`src/rtl/fifo_port_scheduler.sv`:
```
// Shares one FIFO write/read port pair between NREQ round-robin writers and a single reader.
// Define FIFO_SCHED_RD_PRIO_EN to let reads always win write/read contention.
module fifo_port_scheduler #(
    parameter int unsigned NREQ  = 4,
    parameter int unsigned DW    = 8,
    parameter int unsigned DEPTH = 16,
    localparam int unsigned LW   = $clog2(DEPTH) + 1,
    localparam int unsigned PW   = (NREQ > 1) ? $clog2(NREQ) : 1
) (
    input  logic               clk,
    input  logic               rst,
    input  logic [NREQ-1:0]    wr_req,
    input  logic [NREQ*DW-1:0] wr_data,
    output logic [NREQ-1:0]    wr_gnt,
    input  logic               rd_req,
    output logic               rd_gnt,
    output logic               rd_valid,
    output logic               fifo_wr,
    output logic               fifo_rd,
    output logic [DW-1:0]      fifo_din,
    input  logic               fifo_full,
    input  logic               fifo_empty,
    output logic [LW-1:0]      level,
    output logic               sync_err
);

    typedef enum logic {OpRead, OpWrite} op_e;

    op_e           last_op;
    logic [PW-1:0] rr_ptr;
    logic [PW-1:0] gnt_idx;
    logic [PW-1:0] idx;
    logic [PW-1:0] rr_next;
    logic          gnt_found;
    logic          can_wr;
    logic          can_rd;
    logic          do_wr;
    logic          do_rd;
    logic          flag_mismatch;

    // First requester at or after rr_ptr, wrapping modulo NREQ.
    always_comb begin
        gnt_idx   = '0;
        gnt_found = 1'b0;
        idx       = '0;
        for (int k = 0; k < int'(NREQ); k++) begin
            idx = PW'((32'(rr_ptr) + 32'(k)) % NREQ);
            if (!gnt_found && wr_req[idx]) begin
                gnt_found = 1'b1;
                gnt_idx   = idx;
            end
        end
    end

    always_comb begin
        can_wr = (|wr_req) && !fifo_full;
        can_rd = rd_req && !fifo_empty;
`ifdef FIFO_SCHED_RD_PRIO_EN
        do_rd  = can_rd;
        do_wr  = can_wr && !can_rd;
`else
        do_rd  = can_rd && (!can_wr || last_op == OpWrite);
        do_wr  = can_wr && (!can_rd || last_op == OpRead);
`endif
        if (rst) begin
            do_rd = 1'b0;
            do_wr = 1'b0;
        end
    end

    always_comb begin
        wr_gnt   = '0;
        fifo_din = '0;
        if (do_wr) begin
            wr_gnt[gnt_idx] = 1'b1;
            fifo_din        = wr_data[32'(gnt_idx)*DW +: DW];
        end
    end

    assign fifo_wr = do_wr;
    assign fifo_rd = do_rd;
    assign rd_gnt  = do_rd;
    assign rr_next = (gnt_idx == PW'(NREQ - 1)) ? '0 : gnt_idx + 1'b1;

    assign flag_mismatch = ((level == LW'(DEPTH)) != fifo_full) || ((level == '0) != fifo_empty);

    always_ff @(posedge clk) begin
        if (rst) begin
            level    <= '0;
            rr_ptr   <= '0;
            last_op  <= OpRead;
            rd_valid <= 1'b0;
            sync_err <= 1'b0;
        end else begin
            rd_valid <= do_rd;
            if (flag_mismatch) begin
                sync_err <= 1'b1;
            end
            if (do_wr) begin
                rr_ptr  <= rr_next;
                last_op <= OpWrite;
                if (level != LW'(DEPTH)) begin
                    level <= level + 1'b1;
                end
            end else if (do_rd) begin
                last_op <= OpRead;
                if (level != '0) begin
                    level <= level - 1'b1;
                end
            end
        end
    end

endmodule

```
`config.mk`:
```
export PLATFORM = sky130hd
export DESIGN_NAME = fifo_port_scheduler
export DESIGN_NICKNAME = d
export VERILOG_FILES = /design/src/rtl/fifo_port_scheduler.sv
export SDC_FILE = /design/constraint.sdc
export NUM_CORES = 1
export LEC_CHECK = 0
export BUFFER_PORTS_ARGS = -buffer_cell sky130_fd_sc_hd__buf_2
export CORE_ASPECT_RATIO = 0.7
export CORE_MARGIN = 4
export CORE_UTILIZATION = 39
export DETAILED_ROUTE_END_ITERATION = 8
export HOLD_SLACK_MARGIN = 0.05
export PLACE_DENSITY_LB_ADDON = 0.08
export SLEW_MARGIN = 25
export SYNTH_ARGS = -nofsm -noshare
export SYNTH_HDL_FRONTEND = slang
export SYNTH_SLANG_ARGS = --single-unit
```
`constraint.sdc`:
```
create_clock -name clk -period 2.52 [get_ports clk]
set_clock_uncertainty 0.2 [all_clocks]
set_input_delay 0.252 -clock clk [delete_from_list [all_inputs] [get_ports clk]]
set_output_delay 0.252 -clock clk [all_outputs]
set_load 0.005 [all_outputs]
```
### Yosys cells after proc, flatten, opt, wreduce, memory -nomap -nowiden

Cells that the tools add are included.

* bits in registers: 10
* bits in latches: 0
* RAM bits: 0
* memory bits (read-only): 0
* output and inout bits: 22
* memories: 0

* add/subtract/negate cells: 6
* multiply operators: 0
* divide/modulo/power cells: 0
* $lt $le $gt $ge: 6
* eq/ne operators: 6
* shift operators: 1
* multiplexer cells: 28
* bitwise gates (word level): 1
* reduce and logical (&&, ||, !) cells: 24

Operators by type and width (number)
* variable part select 32 x 6 -> 8 bit: 1
* 2-to-1 mux 5 bit: 4
* less-than comparator 2 x 3 -> 1 bit (second input constant): 5
* 2-to-1 mux 1 bit: 12
* 2-to-1 mux 2 bit: 5
* binary-select mux 1 bit (select 2 bit): 4
* logical AND 1 bit: 8
* 2-to-1 mux 8 bit: 1
* zero test 1 bit: 7
* adder 5 x 1 -> 5 bit (second input constant): 1
* == test 5 bit (second input constant): 1
* zero test 5 bit: 1
* inequality test 5 bit (second input constant): 1
* nonzero test 5 bit: 1
* subtractor 5 x 1 -> 5 bit (second input constant): 1
* adder 2 x 1 -> 2 bit (second input constant): 2
* adder 2 bit (second input constant): 2
* 2-to-1 mux 4 bit: 1
* nonzero test 2 bit: 2
* OR reduction 4 bit: 1
* logical OR 1 bit: 3
* AND reduction 3 bit: 1
* demux 1 bit (select 2 bit): 1
* == test 2 bit (second input constant): 1
* other kinds (4): 5

### Longest topological paths before layout

* depth after elaboration: 17
* mapped depth: 11
* gate-level depth less buffers: 10

### Worst setup path after synthesis

OpenSTA, ideal clock, no wires.

* path type: input port to flip-flop
* from: input rd_req
* to: register level[4]
* setup time: 0.058 ns
* arrival time: 2.531 ns
* required time: 2.262 ns
* setup slack: -0.269 ns
* cell stages on the path: 11
* buffers on the path: 1
* cell sequence: nor2b_1 -> buf_4 -> a21oi_1 -> and2_2 -> inv_1 -> fa_1 -> a21o_1 -> a21oi_1 -> a211oi_1 -> a311oi_1 -> o211a_1

* cells in the longest elaborated chain, start to end: 7
* elaborated cells between the ends (all ways): 12
* those cells by class: 1 x eq/ne; 3 x mux; 8 x reduce/logical

Ends and longest elaborated chain
* start: declaration: RTL line 15 `input logic rd_req,`
* logical AND 1 bit *: RTL line 57 `can_rd = rd_req && !fifo_empty;`
* zero test 1 bit *: RTL line 63 `do_wr = can_wr && (!can_rd || last_op == OpRead);`
* logical OR 1 bit *: RTL line 63
* logical AND 1 bit *: RTL line 63
* 2-to-1 mux 1 bit *: RTL line 65 `if (rst) begin`
* named net fifo_wr: RTL line 18 `output logic fifo_wr,`
* inequality test 2 x 1 -> 1 bit (no source line) or nonzero test 2 bit (tied branches)
* AND reduction 3 bit (no source line)
* end signal: assignment: RTL line 103 `level <= level + 1'b1;`
* end signal: assignment: RTL line 108 `level <= level - 1'b1;`
* end: declaration: RTL line 23 `output logic [LW-1:0] level,`

Mark *: on every way through the listed nets, which the timed path passes. The rest lies on a longest branch.
A chain may end at the register's enable or synchronous reset.

### Worst setup path after layout

* from: register rr_ptr[0]
* to: output wr_gnt[2]

* cells in the longest elaborated chain, start to end: 17
* elaborated cells between the ends (all ways): 30
* those cells by class: 3 x add/sub; 2 x order compare; 18 x mux; 7 x reduce/logical

Ends and longest elaborated chain
* start: declaration: RTL line 30 `logic [PW-1:0] rr_ptr;`
* start signal: assignment: RTL line 100 `rr_ptr <= rr_next;`
* parallel branches: the longest is 11 deep, another holds adder 2 x 1 -> 2 bit
* 2-to-1 mux 2 bit *: RTL line 48 `if (!gnt_found && wr_req[idx]) begin`
* less-than comparator 2 x 3 -> 1 bit (implied by the code) or >= comparator 2 x 1 -> 1 bit (tied branches): RTL line 75 `wr_gnt[gnt_idx] = 1'b1;`
* logical AND 1 bit (implied by the code): RTL line 75
* 2-to-1 mux 1 bit (implied by the code): RTL line 75
* demux 1 bit (select 2 bit) *: RTL line 75
* 2-to-1 mux 4 bit *: RTL line 74 `if (do_wr) begin`
* end: declaration: RTL line 14 `output logic [NREQ-1:0] wr_gnt,`

Mark *: on every way between the ends. The select of a mux whose other input is x is not followed.

==> impl_metrics.tcl <==
set metrics [dict create \
    nets 232 \
    root_buffer "clkbuf_8" \
    drc 0 \
    regToRegSetupSlack_ns 0.19 \
    synthArstFlopShare_pct 0 \
    fp.coreArea_sq_um 2530 \
    holdPathEnd "last_op" \
    slowest_stage "a211oi_2" \
    worstPathArrival_ns 1.94 \
    rows 15 \
    pin_count 63 \
    dr.pass1.iters 4 \
    reg2reg_depth 9 \
    min_path_cells 3 \
    final_common_cell "buf_2" \
    setup_tns_ns 0 \
    viasPerCell 5.07 \
    slew_headroom_pct 70.1 \
    endpoint_kind "primary output" \
    netlist_instances 115 \
    clock.fmax_mhz 417 \
    yosysSeqAreaShare_pct 18.9 \
    power_density_nw_per_um2 712 \
    rr_startpoint "last_op" \
    cp_max_fo 5 \
    finalSetupViolCount 0 \
    yosysTopAreaCell "dfxtp_1" \
    dp_hpwl_mm 2.50 \
    total_power_mw 1.07 \
    clk_pin_slew_ns 0.05 \
    crit_type "reg2out" \
    fillers 247 \
    synth.area.top_cells "dfxtp_1 (19%), mux2i_1 (17%), ha_1 (8.3%)" \
    reg2reg_to "level[4]" \
    ys_ff_latch 10 \
    port_buffers 62 \
    cts-htree-levels 1 \
    p_leak_nw 0.772 \
    yosysWarnings 0 \
    final-seq-area_sq_um 200 \
    ant_nets 0 \
    gp_congestion 0.740 \
    syn_area_per_cell_sq_um 9.22 \
    clkLatencyLatePin_ns 0.23 \
    cts_tree "built" \
    synth-main-ff-cell "dfxtp_1" \
    hp-start "rst" \
    drt-initial-drc-count 68 \
    die_area_sq_um 3630 \
    crit_chain "nand2b_1, a21oi_1, a211oi_2, inv_1, ha_1, and3_1, buf_2" \
    cp_slowest_stage_delay_ns 0.42 \
    outcome "complete, no violations" \
    dieWidth_um 70.3 \
    cts_sinks 10 \
    final_util_pct 59.2 \
    slew_violations 0 \
    grt_pass1_vias 1083 \
    synth_top_area_share_pct 18.9 \
    crit_required_ns 2.07 \
    grt_pass1_wl_mm 4.94 \
    start_kind "register" \
    die_y_um 51.6 \
    hold_buffers 0 \
    drv_cap 0 \
    netlist_area_sq_um 1060 \
    post_cts_buffers 0 \
    final_cell_mix "buf_2 (62), mux2i_1 (18), o22ai_1 (10), dfxtp_1 (10)" \
    synth-edff-count 0 \
    antenna_found_initial 0 \
    wl_per_cell_um 13.8 \
    cts_buffers 3 \
    cts_resized 0 \
    grt_setup_unrepaired "false" \
    gr-total-overflow 0 \
    grt_max_degree 20 \
    ys_types 40 \
    diodes 0 \
    tightest_slew_ns 0.447 \
    syn_to_final_growth_pct 41.6 \
    hold_class "in2reg" \
    wirelength_mm 2.99 \
    syn_nets 164 \
    drive_above_1_share_pct 48.4 \
    finalHoldViolations 0 \
    fin_crit_sh_pct 95.1 \
    multi_input_area_sq_um 817 \
    dr_total_vias 1096 \
    fin_crit_ns 2.40 \
    start_util_pct 41.8 \
    irDropWorstVdd_v 0.000532 \
    clk_path_buf_depth 2 \
    gr-usage-all-layers_pct 16.9 \
]
## power by group
group	leakage (nW)	switching, mW	internal, mW	total [mW]
logic	0.661	0.273	0.307	0.580
clock network	0.0288	0.0641	0.137	0.202
registers	0.0828	0.0824	0.205	0.287
total	0.772	0.419	0.649	1.07
## worst max path at each step
stage,from,cells after the start,end
6_report,rr_ptr[0],7,wr_gnt[2]
5_1_grt,rr_ptr[0],7,wr_gnt[2]
4_1_cts,rr_ptr[0],7,wr_gnt[0]
3_5_place_dp,rd_req,11,level[4]
3_3_place_gp,wr_req[1],11,level[4]
2_1_floorplan,wr_req[1],10,level[4]
## final cells by class
class,count,share of cell area [%]
clock buffer,4,3.67
inverter,6,1.50
multi-input combinational,93,54.5
sequential,10,13.3
tap,34,2.84
timing repair buffer,69,24.2
## routing by layer
layer / GRT usage [%] / up-vias / wire, um
li1: - / 565 / -
met1: 20.8 / 492 / 1290
met3: 4.44 / 2 / 204
met5: 0 / - / 0
met4: 4.78 / 0 / 21
met2: 29.2 / 37 / 1470
## worst max-delay path, delay by kind of cell (launching register included)
family / cells / cell delay [ns]
adders and majority gates: 1 / 0.24
buffers and inverters: 2 / 0.30
and+or+nand+nor: 2 / 0.30
AOI/OAI and AO/OA: 2 / 0.50
DFF: 1 / 0.36
## kinds of logic after synthesis
logic type	after synthesis	synth area share (%)
AOI/OAI and AO/OA	36	26.4
adders and majority gates	8	10.2
buffers and inverters	12	6.02
xor gates and xnor gates	2	1.65
DFF	10	18.9
and+or+nand+nor	27	17.5
muxes	20	19.4
## synthesized netlist by cell type, drive strengths merged (2+ instances only)
library cell,instances
a21o,3
inv,6
nand2,3
ha,7
dfxtp,10
a211oi,5
o21ai,2
nor4,2
nor2b,3
nor3,2
a21oi,6
buf,5
nand2b,3
nor2,7
a22o,3
o22ai,10
mux2i,19
and3,4
## state kept, by name (all words and copies together) (netlist names)
name and flops:
rd_valid 1, level 5, sync_err 1, rr_ptr 2
last_op 1
## stage by stage
| stage | hold slack, ns | worst slack, ns | instances | area, sq um |
|---|---|---|---|---|
| global route | 0.135 | 0.00426 | 216 | 1500 |
| detailed placement | 0.255 | -0.0213 | 212 | 1450 |
| CTS | 0.115 | 0.131 | 216 | 1500 |
| global placement | 0.248 | 0.0658 | 212 | 1450 |
| finish | 0.122 | 0.124 | 216 | 1500 |
| floorplan | 0.255 | 0.0131 | 115 | 1080 |
Note: power is estimated with default switching activity, not from simulation.
